==> src/rtl/core_pkg.sv <==
// Shared definitions for the writeback stage and the load-extension helper.
package core_pkg;

  localparam logic [2:0] LB  = 3'b000;
  localparam logic [2:0] LH  = 3'b001;
  localparam logic [2:0] LW  = 3'b010;
  localparam logic [2:0] LBU = 3'b100;
  localparam logic [2:0] LHU = 3'b101;

  typedef enum logic [1:0] {
    IDLE     = 2'd0,
    WAIT_MEM = 2'd1,
    WRITE    = 2'd2
  } wb_state_t;

endpackage

==> src/rtl/core_load_ext.sv <==
// Load data selection and sign/zero extension, plus width/alignment legality.
// Purely combinational so the LSU can reuse it for misalignment checks.
module core_load_ext
  import core_pkg::*;
(
  input  logic [2:0]  funct3,
  input  logic [1:0]  addr_lo,
  input  logic [31:0] rdata,
  output logic [31:0] data,
  output logic        illegal
);

  logic [7:0]  byte_sel;
  logic [15:0] half_sel;

  // Pick the addressed byte/half, then extend according to funct3.
  always_comb begin
    byte_sel = rdata[{addr_lo, 3'b000} +: 8];
    half_sel = rdata[{addr_lo[1], 4'b0000} +: 16];
    data     = rdata;
    illegal  = 1'b0;
    case (funct3)
      LB:  data = {{24{byte_sel[7]}}, byte_sel};
      LBU: data = {24'd0, byte_sel};
      LH: begin
        data    = {{16{half_sel[15]}}, half_sel};
        illegal = addr_lo[0];
      end
      LHU: begin
        data    = {16'd0, half_sel};
        illegal = addr_lo[0];
      end
      LW:      illegal = (addr_lo != 2'b00);
      default: illegal = 1'b1;
    endcase
  end

endmodule

==> src/rtl/core_wb.sv <==
// Writeback stage: accepts one retiring instruction, waits for load data when
// needed, and drives the register array write port for one cycle.
//
// state    | meaning
// ---------+---------------------------------------------------------------
// IDLE     | ready for a new instruction from execute
// WAIT_MEM | load accepted, waiting for mem_rvalid or the timeout
// WRITE    | result latched; registered write/retire outputs load this edge
module core_wb
  import core_pkg::*;
#(
  parameter int TIMEOUT = 64,
  parameter int CNT_W   = 32
) (
  input  logic             clk,
  input  logic             rst_n,
  input  logic             ex_valid,
  output logic             ex_ready,
  input  logic             ex_rd_wen,
  input  logic [4:0]       ex_rd_addr,
  input  logic [31:0]      ex_result,
  input  logic             ex_is_load,
  input  logic [2:0]       ex_funct3,
  input  logic [1:0]       ex_addr_lo,
  input  logic             mem_rvalid,
  input  logic [31:0]      mem_rdata,
  input  logic             mem_err,
  output logic             rf_wen,
  output logic [4:0]       rf_rd_addr,
  output logic [31:0]      rf_rd_din,
  output logic             wb_done,
  output logic             wb_err,
  output logic             busy,
  output logic [CNT_W-1:0] retire_cnt
);

  localparam int TW = $clog2(TIMEOUT);

  wb_state_t   state, state_next;
  logic        rd_wen_q;
  logic [4:0]  rd_addr_q;
  logic [2:0]  funct3_q;
  logic [1:0]  addr_lo_q;
  logic [31:0] result_q;
  logic [TW-1:0] tmo_cnt;

  logic [31:0] ld_data;
  logic        ld_illegal;
  logic        wen_next, done_next, err_next, load_take;

  // Legality is a function of the accepted funct3/addr_lo only, so evaluating
  // it on the latched copies matches the decision made at accept.
  core_load_ext u_load_ext (
    .funct3  (funct3_q),
    .addr_lo (addr_lo_q),
    .rdata   (mem_rdata),
    .data    (ld_data),
    .illegal (ld_illegal)
  );

  assign ex_ready = (state == IDLE);
  assign busy     = (state != IDLE);

  // State register.
  always_ff @(posedge clk) begin
    if (!rst_n) state <= IDLE;
    else        state <= state_next;
  end

  // Next-state decode and next values of the registered pulse outputs.
  always_comb begin
    state_next = state;
    wen_next   = 1'b0;
    done_next  = 1'b0;
    err_next   = 1'b0;
    load_take  = 1'b0;
    case (state)
      IDLE: begin
        if (ex_valid) state_next = ex_is_load ? WAIT_MEM : WRITE;
      end
      WAIT_MEM: begin
        // A response arriving on the threshold cycle takes priority.
        if (mem_rvalid) begin
          if (mem_err || ld_illegal) begin
            err_next   = 1'b1;
            state_next = IDLE;
          end else begin
            load_take  = 1'b1;
            state_next = WRITE;
          end
        end else if (tmo_cnt == TW'(TIMEOUT - 1)) begin
          err_next   = 1'b1;
          state_next = IDLE;
        end
      end
      WRITE: begin
        done_next  = 1'b1;
        wen_next   = rd_wen_q && (rd_addr_q != 5'd0);
        state_next = IDLE;
      end
      default: state_next = IDLE;
    endcase
  end

  // Instruction capture, timeout counter, output registers and retire count.
  always_ff @(posedge clk) begin
    if (!rst_n) begin
      rd_wen_q   <= 1'b0;
      rd_addr_q  <= 5'd0;
      funct3_q   <= 3'd0;
      addr_lo_q  <= 2'd0;
      result_q   <= 32'd0;
      tmo_cnt    <= '0;
      rf_wen     <= 1'b0;
      rf_rd_addr <= 5'd0;
      rf_rd_din  <= 32'd0;
      wb_done    <= 1'b0;
      wb_err     <= 1'b0;
      retire_cnt <= '0;
    end else begin
      if (state == IDLE && ex_valid) begin
        rd_wen_q  <= ex_rd_wen;
        rd_addr_q <= ex_rd_addr;
        funct3_q  <= ex_funct3;
        addr_lo_q <= ex_addr_lo;
        result_q  <= ex_result;
        tmo_cnt   <= '0;
      end
      if (state == WAIT_MEM && !mem_rvalid) tmo_cnt <= tmo_cnt + TW'(1);
      if (load_take) result_q <= ld_data;
      rf_wen  <= wen_next;
      wb_done <= done_next;
      wb_err  <= err_next;
      if (done_next) begin
        rf_rd_addr <= rd_addr_q;
        rf_rd_din  <= result_q;
        retire_cnt <= retire_cnt + CNT_W'(1);
      end
    end
  end

endmodule

==> config.mk <==
export PLATFORM = sky130hd
export DESIGN_NAME = core_wb
export DESIGN_NICKNAME = d
export VERILOG_FILES = /design/src/rtl/core_pkg.sv /design/src/rtl/core_load_ext.sv /design/src/rtl/core_wb.sv
export SDC_FILE = /design/constraint.sdc
export NUM_CORES = 1
export LEC_CHECK = 0
export ABC_AREA = 1
export CORE_MARGIN = 2
export CORE_UTILIZATION = 45
export CTS_CLUSTER_SIZE = 24
export DETAILED_ROUTE_END_ITERATION = 16
export DONT_BUFFER_PORTS = 1
export PLACE_DENSITY = 0.59
export SLEW_MARGIN = 20
export SYNTH_ARGS = -nofsm -noshare
export SYNTH_HDL_FRONTEND = slang
export SYNTH_HIERARCHICAL = 1
export SYNTH_SLANG_ARGS = --single-unit
==> constraint.sdc <==
create_clock -name clk -period 2 [get_ports clk]
set_clock_uncertainty 0.2 [all_clocks]
set_input_delay 0.3 -clock clk [delete_from_list [all_inputs] [get_ports clk]]
set_output_delay 0.3 -clock clk [all_outputs]
set_load 0.01 [all_outputs]
==> results by group, run 1 <==
Power and ir drop
  – Net Switching: 1.660 mW
  – Power Dens Cells: 853.6 nW/µm²
  – Flop pwr share: 41.9%
  – Cell Int Power: 4.715 mW
  – Comb power frac: 12.6%
  – Leakage: 2.969 nW
  – Clock power share: 45.6%
  – Worst vdd ir: 626.0 µV
  – Net Sw Frac: 26.04%

Worst setup path
  – Slowest Stage Delay on Critical Path: 0.34 ns
  – Reg-to-reg startpoint: addr_lo_q[1]
  – Reg2reg setup slack: 0.13 ns
  – Slowest-stage cell, CP: dfxtp_1
  – Critical path fanouts, max: 24
  – Crit path cell chain: buf_4 > inv_4 > nand2_1 > nand3_1 > nand3_2 > buf_4 > nand3_1 > nand2_1 > a31oi_1
  – Worst setup path startpoint: addr_lo_q[1]
  – Worst r2r dst: result_q[9]
  – Worst Path Required: 2.09 ns
  – Critical Path AT: 1.97 ns
  – CP endpoint: result_q[9]
  – Critical path capture point type: flop
  – Critical path type: reg2reg
  – Worst Reg2Reg Path Length in Cells: 9
  – CP Launch Type: flop

Finish
  – Ant. Diodes: 0
  – Final-layout fill cell count: 1261
  – Area Growth Syn to Fin: 25.56%
  – Final non-filler cell total: 1136
  – Share of cells above drive strength 1: 10.94%
  – Final #Nets: 1031

Yosys
  – Syn avg cell area: 6.790 µm²
  – Seq/Total Area, Yosys: 41.40%
  – Synth Register Bits: 123
  – Cell variety after synth: 38
  – YS warnings: 6
  – Ys async rst share: 0%
  – Synthesized net count: 959
  – Synth Cell Area: 5948 µm²
  – Cells after synthesis: 876
  – Most used flip-flop cell after synthesis: dfxtp_1
  – Post-synth EDFFs: 0

Clock network
  – TritonCTS Buffers: 17
  – Worst-skew pair later-pin latency: 0.41 ns
  – CTS tree: built
  – H-Tree Depth: 4
  – Clock Tree Root: clkbuf_16
  – Reg clk slew, reported paths: 0.05 ns
  – # clock sinks: 123
  – Clock buffer depth: 2

Route
  – TritonRoute pass-1 iters: 5
  – Aggregate routed wire length: 18220 µm
  – Vias: 6025
  – Wire length per cell: 16.04 µm
  – Post-route ant nets: 0
  – 1st-iter DRT viols: 481
  – DRC viols: 0
  – Via density: 5.304

Timing
  – RSZ-0062 raised after global routing: no
  – Fin. Hold Viols: 0
  – Worst-margin pin slew: 0.4356 ns
  – # setup viols final: 0
  – Fin crit period: 1.874 ns
  – Achievable frequency: 0.5335 GHz
  – Pins over their slew limit: 0
  – Worst hold margin: 0.009718 ns
  – Worst slew margin: 70.96%
  – Final period util: 93.72%

Global route
  – First-pass GRT wire length: 29020 µm
  – Vias in the first global route: 5785
  – Largest net degree at the start of global routing: 78
  – Gr usage total: 25.83%
  – Antenna violations before repair: 0
  – GRT overflow: 0

Min path
  – Min-delay worst type: in2reg
  – Worst Hold Path Cells: 4

Place
  – GP Congestion: 0.9574
  – DP Cell Count: 1040
  – Post-DP HPWL: 12590 µm
  – I/O Buffers: 0

Flow run
  – Max capacitance violation total: 0

Floorplan
  – DIE WIDTH: 119.0 µm
  – Starting density of the core: 45.46%
  – Core box area: 13090 µm²
  – # IOs: 155
  – Die H: 119.0 µm
  – Row Count: 42
  – Die Area: 14150 µm²

Run status
  – Status: completed
## synth_stat cells, types with 2 or more instances
cell	count	area [µm²]
nor2_8	3	60.06
nand3_1	64	320.3
or2_1	3	18.77
nand3_4	2	35.03
xor2_1	3	26.28
a31oi_1	32	200.2
nand4_1	13	81.33
nand3_2	3	30.03
nor2_2	5	31.28
nor2_1	164	615.6
ha_1	2	25.02
clkbuf_1	17	63.81
or2_2	6	37.54
inv_1	48	180.2
buf_6	4	45.04
nor2_4	7	78.83
nand3b_1	4	30.03
o211ai_1	3	22.52
nor3_1	10	50.05
nand2_1	232	870.8
o21ai_0	62	310.3
buf_2	16	80.08
a21oi_1	26	130.1
buf_1	2	7.510
nand2_2	5	31.28
dfxtp_1	123	2462
inv_2	6	22.52
## power groups by stage
| stage | clock [mW] | sequential, mW | combinational, mW |
|---|---|---|---|
| 6_report | 2.90 | 2.67 | 0.802 |
| 5_1_grt | 3.05 | 2.68 | 0.895 |
| 4_1_cts | 2.95 | 2.67 | 0.767 |
| 3_5_place_dp | 0 | 2.72 | 0.638 |
| 3_3_place_gp | 0 | 2.72 | 0.632 |
| 2_1_floorplan | 0 | 2.70 | 0.500 |
## sequential cells by signal (all words and copies together) (netlist names)
name and flops:
wb_done 1, tmo_cnt 6, rd_addr_q 5, wb_err 1, rf_rd_din 32, state 2, retire_cnt 32, rd_wen_q 1
result_q 32, rf_wen 1, rf_rd_addr 5, funct3_q 3, addr_lo_q 2
## placed cells by master, fill, tap and decap left out, types with 6 or more instances in the layout
cell type	synthesis	routed
a21oi_1	26	26
a31oi_1	32	32
buf_4	1	29
clkbuf_16	0	19
dfxtp_1	123	123
dlygate4sd3_1	0	57
inv_1	48	48
nand2_1	232	232
nand3_1	64	64
nand4_1	13	13
nor2_1	164	163
nor2_2	5	6
nor2_4	7	8
nor3_1	10	9
o21ai_0	62	62
or2_2	6	6
## worst min path at each step
stage                        from            to  slack [ns]
global route        mem_rdata[26]  result_q[26]        0.02
CTS                 mem_rdata[29]  result_q[29]      0.0003
finish              mem_rdata[31]  result_q[31]        0.01
detailed placement       rd_wen_q        rf_wen        0.24
global placement            rst_n      state[1]        0.23
floorplan                rd_wen_q        rf_wen        0.22
## cells by family after synthesis
family                     Yosys count  share of synthesized area, %
and+or+nand+nor                    525                         39.10
AOI/OAI and AO/OA                  127                         11.59
DFF                                123                         41.40
buffers and inverters               95                         6.899
xor gates and xnor gates             4                        0.5891
adders and majority gates            2                        0.4206
## area by class of cell
| type | instances | area (µm²) | area share (%) |
|---|---|---|---|
| Timing Repair Buffer | 92 | 925.9 | 12.40 |
| Inverter | 55 | 209.0 | 2.798 |
| Multi-Input combinational cell | 659 | 3094 | 41.43 |
| Clock buffer | 24 | 491.7 | 6.584 |
| Clock inverter | 7 | 65.06 | 0.8712 |
| Tap cell | 176 | 220.2 | 2.949 |
| Sequential cell | 123 | 2462 | 32.97 |
## per-layer routing
| layer | global-route usage, % | vias up | share of wire (%) |
|---|---|---|---|
| met5 | 0 | - | 0 |
| met4 | 11.16 | 0 | 2.7 |
| met3 | 7.184 | 45 | 7.8 |
| met2 | 41.20 | 234 | 46 |
| met1 | 32.70 | 2754 | 43 |
| li1 | - | 2992 | - |
## critical path: cells and delay by family (launching register included)
family | cells | cell delay (ns)
DFF | 1 | 0.34
and+or+nand+nor | 5 | 0.55
AOI/OAI and AO/OA | 1 | 0.07
buffers and inverters | 3 | 0.58
## repair_timing
action,4_1_cts,5_1_grt
resized for setup,2,5
endpoints found under the setup margin,32,32
hold buffers,58,0
setup buffers,0,4
hold endpoints to repair,111,0
pin swaps,1,2
gates cloned,1,2
## metrics by stage
stage                     utilization [%]  total power [mW]  area, µm²  setup slack, ns  TNS (ns)
after floorplan                         -             3.198       5948           0.2634         0
after global placement              47.19             3.349       6175          0.01345         0
after detailed placement            47.19             3.356       6175         -0.05039   -0.6899
after CTS                           56.13             6.381       7345          0.01374         0
after global routing                57.08             6.630       7468          0.02056         0
final                               57.08             6.375       7468           0.1256         0
No activity file was read; power rests on OpenSTA's default activity.
==> run 2: changes to the inputs <==
--- a/config.mk
+++ b/config.mk
@@ -6,12 +6,14 @@
 export NUM_CORES = 1
 export LEC_CHECK = 0
 export ABC_AREA = 1
+export CELL_PAD_IN_SITES_DETAIL_PLACEMENT = 2
+export CELL_PAD_IN_SITES_GLOBAL_PLACEMENT = 2
 export CORE_MARGIN = 2
-export CORE_UTILIZATION = 45
+export CORE_UTILIZATION = 25
 export CTS_CLUSTER_SIZE = 24
 export DETAILED_ROUTE_END_ITERATION = 16
 export DONT_BUFFER_PORTS = 1
-export PLACE_DENSITY = 0.59
+export PLACE_DENSITY = 0.6
 export SLEW_MARGIN = 20
 export SYNTH_ARGS = -nofsm -noshare
 export SYNTH_HDL_FRONTEND = slang
==> constraint.sdc (replaced) <==
create_clock -name clk -period 2 [get_ports clk]
set_clock_uncertainty 0.2 [all_clocks]
set_input_delay 0.3 -clock clk [delete_from_list [all_inputs] [get_ports clk]]
set_output_delay 0.3 -clock clk [all_outputs]
set_load 0.1 [all_outputs]
==> run 2 against run 1 <==
Compared with the run above:
- cell count is 18% higher
- core utilization is 21 points lower
- global-route usage is 5.6 points lower
- worst hold slack worse by 0.0081 ns
- worst setup slack worse by 0.12 ns
- maximum frequency is 5.8% lower
- largest power group unchanged
==> results by group, run 2 (same netlist as run 1, synthesis figures left out) <==
Power and ir drop
  – Net Switching: 2.183 mW
  – Power Dens Cells: 901.8 nW/µm²
  – Flop pwr share: 34.7%
  – Leakage: 3.435 nW
  – Comb power frac: 17.8%
  – Cell Int Power: 5.416 mW
  – Net Sw Frac: 28.73%
  – Worst vdd ir: 344.5 µV
  – Pwr Total: 7.599 mW
  – Clock power share: 47.5%

Route
  – DRC viols: 0
  – Post-route ant nets: 0
  – Wire length per cell: 19.01 µm
  – Vias: 6429
  – TritonRoute pass-1 iters: 4
  – 1st-iter DRT viols: 217
  – Aggregate routed wire length: 25560 µm
  – Via density: 4.780

Floorplan
  – Core box area: 23400 µm²
  – DIE WIDTH: 158.3 µm
  – Die H: 158.3 µm
  – Starting density of the core: 25.42%
  – Row Count: 56
  – # IOs: 155
  – Die Area: 25040 µm²

Place
  – GP Congestion: 0.8977
  – Post-DP HPWL: 18050 µm
  – I/O Buffers: 0
  – Placed Area: 6939 µm²

Clock network
  – TritonCTS Buffers: 17
  – Reg clk slew, reported paths: 0.06 ns
  – Worst-skew pair later-pin latency: 0.42 ns
  – Clock buffer depth: 2
  – H-Tree Depth: 4
  – # clock sinks: 123
  – Clock Tree Root: clkbuf_16
  – CTS tree: built

Worst setup path
  – Critical Path AT: 2.10 ns
  – Worst Path Required: 2.11 ns
  – Crit path buf inv count: 3
  – Slowest-stage cell, CP: dfxtp_4
  – Critical path type: reg2reg
  – CP top delay family: simple AND/OR/NAND/NOR gates
  – Critical path capture point type: flop
  – Critical path fanouts, max: 8
  – Slowest Stage Delay on Critical Path: 0.38 ns
  – CP Launch Type: flop
  – Crit path cell chain: nor3_4 > o22ai_4 > nor2_1 > nand2_1 > nor2_4 > buf_12 > nor2_4 > buf_12 > clkbuf_16 > nand2_1 > a31oi_1

Flow run
  – Max capacitance violation total: 0

Timing
  – Pins over their slew limit: 0
  – Achievable frequency: 0.5025 GHz
  – Fin crit period: 1.990 ns
  – Worst-margin pin slew: 0.4898 ns
  – RSZ-0062 raised after global routing: yes
  – Final period util: 99.50%
  – Fin. Hold Viols: 0
  – Worst slew margin: 67.22%
  – # setup viols final: 0
  – Setup_tns: 0 ns

Global route
  – GRT overflow: 0
  – Vias in the first global route: 7043
  – Gr usage total: 20.22%
  – First-pass GRT wire length: 38810 µm
  – Antenna violations before repair: 0
  – Largest net degree at the start of global routing: 78

Finish
  – Cell area after layout: 8426 µm²
  – Area Growth Syn to Fin: 41.65%
  – Commonest non-fill, non-tap cell in the layout: nand2_1
  – Ant. Diodes: 0
  – Most frequent cells in the layout: nand2_1, nor2_1, buf_4, dfxtp_1, nand3_1
  – Final-layout fill cell count: 2772
  – Final Core Density: 36.00%
  – Final #Nets: 1097
  – Regs by FF count: result_q: 32 flops, retire_cnt: 32 flops, rf_rd_din: 32 flops
  – Share of cells above drive strength 1: 21.25%

Min path
  – Min-delay worst type: in2reg

Run status
  – Status: completed
[run 2: cell count changes in the layout (fill, tap and decap cells not counted), moves of 4 or more]
cell / change
buf_4: +63
bufinv_16: +5
clkinv_2: -4
dfxtp_1: -34
dfxtp_2: +31
nand2_1: -7
nand2_2: +7
[run 2: path summary, 6_finish.rpt]
path         cells past startpoint      startpoint  slack (ns)        endpoint
max reg2reg                     11     funct3_q[0]        0.01    result_q[16]
min                              4   mem_rdata[28]       0.002    result_q[28]
max                             11     funct3_q[0]        0.01    result_q[16]
min reg2reg                      1  retire_cnt[13]        0.26  retire_cnt[13]
[run 2: worst register-to-register path, delay by kind of cell (launching register included)]
family          cells  cell delay (ns)
simple gates        6             0.69
buf+inv             3             0.43
flops               1             0.38
compound gates      2             0.19
[run 2: repair_timing]
action,4_1_cts,5_1_grt
pin swaps,0,11
hold buffers,57,0
resized for setup,4,16
gates cloned,0,4
endpoints found under the hold margin,114,0
buffers inserted,0,5
endpoints found under the setup margin,31,5
[run 2: power groups by stage]
stage	registers [mW]	logic (mW)	clock network, mW
finish	2.64	1.35	3.61
floorplan	3.01	0.527	0
global placement	2.68	1.14	0
global route	2.65	1.46	3.81
CTS	2.64	1.30	3.67
detailed placement	2.69	1.17	0
[run 2: area by class of cell]
type | count | area [µm²] | share of cell area, %
tap | 319 | 399.1 | 4.737
clock inverter | 10 | 211.5 | 2.510
timing repair buffer | 159 | 1485 | 17.63
multi-input combinational | 658 | 3141 | 37.27
inverter | 55 | 206.4 | 2.450
sequential | 123 | 2512 | 29.82
clock buffer | 21 | 470.5 | 5.584
[run 2: stage by stage]
stage | std cells | worst slack, ns | hold WS (ns)
after global placement | 1248 | -0.01910 | 0.2303
after floorplan | 876 | 0.02275 | 0.2196
final | 1345 | 0.009993 | 0.001632
after detailed placement | 1248 | -0.08365 | 0.2414
after CTS | 1336 | 0.09033 | 0.0004576
after global routing | 1345 | -0.09217 | 0.02693
[run 2: layer usage]
layer,vias up,track usage [%],part of all wire (%)
li1,3124,-,-
met1,3143,23.68,42
met2,135,36.29,51
met3,27,5.171,5.6
met4,0,5.963,1.6
met5,-,0,0
==> run 3: changes to the inputs <==
--- a/config.mk
+++ b/config.mk
@@ -13,7 +13,7 @@
 export CTS_CLUSTER_SIZE = 24
 export DETAILED_ROUTE_END_ITERATION = 16
 export DONT_BUFFER_PORTS = 1
-export PLACE_DENSITY = 0.6
+export PLACE_DENSITY = 0.63
 export SLEW_MARGIN = 20
 export SYNTH_ARGS = -nofsm -noshare
 export SYNTH_HDL_FRONTEND = slang
==> constraint.sdc (replaced) <==
create_clock -name clk -period 1.6 [get_ports clk]
set_clock_uncertainty 0.2 [all_clocks]
set_input_delay 0.24 -clock clk [delete_from_list [all_inputs] [get_ports clk]]
set_output_delay 0.24 -clock clk [all_outputs]
set_load 0.1 [all_outputs]
==> run 3 against run 2 <==
Compared with the run above:
- the run now ends with hold timing, setup timing left
- first-iteration DRC count is 20% lower
- register-to-register slack worse by 0.35 ns
- cell count is 5.6% higher
- sequential power is 23% higher
- core utilization is 4.7 points higher
- combinational power is 39% higher
- maximum frequency is 2.6% higher
- sequential cell count stayed put
- non-clock buffer count is 74 higher
- sequential share of layout area is 2.6 points lower
- largest cell class unchanged
- highest routed layer unchanged
==> results by group, run 3 (same netlist as run 1, synthesis figures left out) <==
Floorplan
  – DIE WIDTH: 158.3 µm
  – Row Count: 56
  – Starting density of the core: 25.42%
  – Die Area: 25040 µm²
  – Die H: 158.3 µm
  – # IOs: 155
  – Core box area: 23400 µm²

Worst setup path
  – Critical path capture point type: flop
  – Critical Path AT: 2.09 ns
  – Reg-to-reg startpoint: funct3_q[0]
  – Critical path type: reg2reg
  – Critical path fanouts, max: 8
  – Worst Reg2Reg Path Length in Cells: 10
  – CP Launch Type: flop
  – Reg2reg setup slack: -0.34 ns
  – Worst r2r dst: result_q[30]
  – Worst Path Required: 1.75 ns

Route
  – Aggregate routed wire length: 26650 µm
  – Wire length per cell: 18.77 µm
  – TritonRoute pass-1 iters: 4
  – Vias: 6739
  – Via density: 4.746
  – 1st-iter DRT viols: 174
  – DRC viols: 0
  – Post-route ant nets: 0

Place
  – Post-DP HPWL: 17570 µm
  – GP Congestion: 0.7937
  – I/O Buffers: 0
  – Placed Area: 7301 µm²
  – DP Cell Count: 1277

Timing
  – RSZ-0062 raised after global routing: yes
  – Final setup margin: -0.3391 ns
  – Worst hold margin: -0.2554 ns
  – Worst-margin pin slew: 0.5574 ns
  – Achievable frequency: 0.5157 GHz
  – Fin crit period: 1.939 ns
  – Worst slew margin: 62.72%
  – Pins over their slew limit: 0
  – # setup viols final: 50
  – Final period util: 121.2%
  – Fin. Hold Viols: 76
  – Setup_tns: -9.938 ns

Finish
  – Area Growth Syn to Fin: 60.08%
  – Multi-input combinational cell area: 3485 µm²
  – Final-layout fill cell count: 2679
  – Final non-filler cell total: 1420
  – Commonest non-fill, non-tap cell in the layout: nand2_1
  – Cell area after layout: 9522 µm²
  – Share of cells above drive strength 1: 31.34%
  – Regs by FF count: result_q: 32 flops, retire_cnt: 32 flops, rf_rd_din: 32 flops
  – Most frequent cells in the layout: nand2_1, nor2_1, buf_4, dfxtp_1, dlygate4sd3_1
  – Sequential cell area: 2587 µm²
  – Final #Nets: 1172
  – Ant. Diodes: 0

Flow run
  – Max capacitance violation total: 0

Min path
  – Min-delay worst type: in2reg
  – Worst Hold Path Cells: 2
  – Hold path endpoint: retire_cnt[10]
  – HP Start: rst_n

Clock network
  – Clock buffer depth: 2
  – CTS tree: built
  – Worst-skew pair later-pin latency: 0.42 ns
  – Reg clk slew, reported paths: 0.06 ns
  – H-Tree Depth: 4
  – TritonCTS Buffers: 17
  – # clock sinks: 123
  – Clock Tree Root: clkbuf_16

Power and ir drop
  – Power Dens Cells: 919.7 nW/µm²
  – Leakage: 3.924 nW
  – Worst vdd ir: 513.8 µV
  – Pwr Total: 8.757 mW

Global route
  – GRT overflow: 0
  – Antenna violations before repair: 0
  – First-pass GRT wire length: 39960 µm
  – Gr usage total: 20.82%
  – Vias in the first global route: 7145
  – Largest net degree at the start of global routing: 78

Run status
  – Violated checks: hold timing, setup timing
  – Status: complete, but fails checks
-- run 3: cell types whose count changed in the layout (fill, tap and decap cells not counted), sizes merged, moves of 2 or more --
cell,change
clkinv,+4
inv,+3
buf,+58
clkinvlp,+2
clkbuf,-5
bufinv,-6
dlygate4sd3,+18
-- run 3: worst max path at each step --
stage,cells past startpoint,end,start
6_report,10,result_q[30],funct3_q[0]
5_1_grt,10,result_q[30],funct3_q[0]
4_1_cts,10,result_q[0],funct3_q[2]
3_5_place_dp,8,result_q[17],funct3_q[0]
3_3_place_gp,8,result_q[15],funct3_q[1]
2_1_floorplan,2,busy,state[1]
-- run 3: through the flow --
| stage | utilization (%) | setup WS [ns] | hold WS (ns) |
|---|---|---|---|
| 2_1_floorplan | - | -0.3053 | 0.1753 |
| 3_3_place_gp | 31.20 | -0.3798 | 0.1723 |
| 3_5_place_dp | 31.20 | -0.5741 | 0.1782 |
| 4_1_cts | 37.77 | -0.2261 | -0.2660 |
| 5_1_grt | 40.69 | -0.4412 | -0.2665 |
| 6_report | 40.69 | -0.3391 | -0.2554 |
-- run 3: timing repair --
action / in CTS / in global routing
hold buffers: 71 / 3
pin swaps: 15 / 42
setup endpoints to repair: 43 / 68
endpoints found under the hold margin: 116 / 77
resized for setup: 30 / 114
cloned: 2 / 1
buffers inserted: 12 / 24
-- run 3: where the power goes --
group	switching (mW)	total [mW]	internal (mW)
clock	1.58	3.63	2.05
combinational	1.21	1.87	0.664
sequential	0.0976	3.26	3.16
total	2.89	8.76	5.87
-- run 3: cell type report --
class	count	share of cell area, %
inverters	55	2.562
repair buffers	233	23.71
clock buffers	18	4.612
multi-input cells	659	36.60
clock inverters	13	1.156
flip-flops and latches	123	27.17
well taps	319	4.192
-- run 3: routing by layer --
| metal | global-route usage, % | vias up | wire length [µm] |
|---|---|---|---|
| li1 | - | 3272 | - |
| met1 | 24.86 | 3325 | 11080 |
| met2 | 37.99 | 121 | 14240 |
| met3 | 5.117 | 21 | 1021 |
| met4 | 3.990 | 0 | 309 |
| met5 | 0 | - | 0 |
-- run 3: worst max-delay path: stages, from the launching register on --
cell and delay (ns):
dfxtp_4 0.36, nor3_4 0.20, o22ai_2 0.10, nor2_2 0.13, nand2_2 0.09, nor2_4 0.18, buf_4 0.15, buf_12 0.11
buf_8 0.13, nand2_1 0.07, a31oi_1 0.16
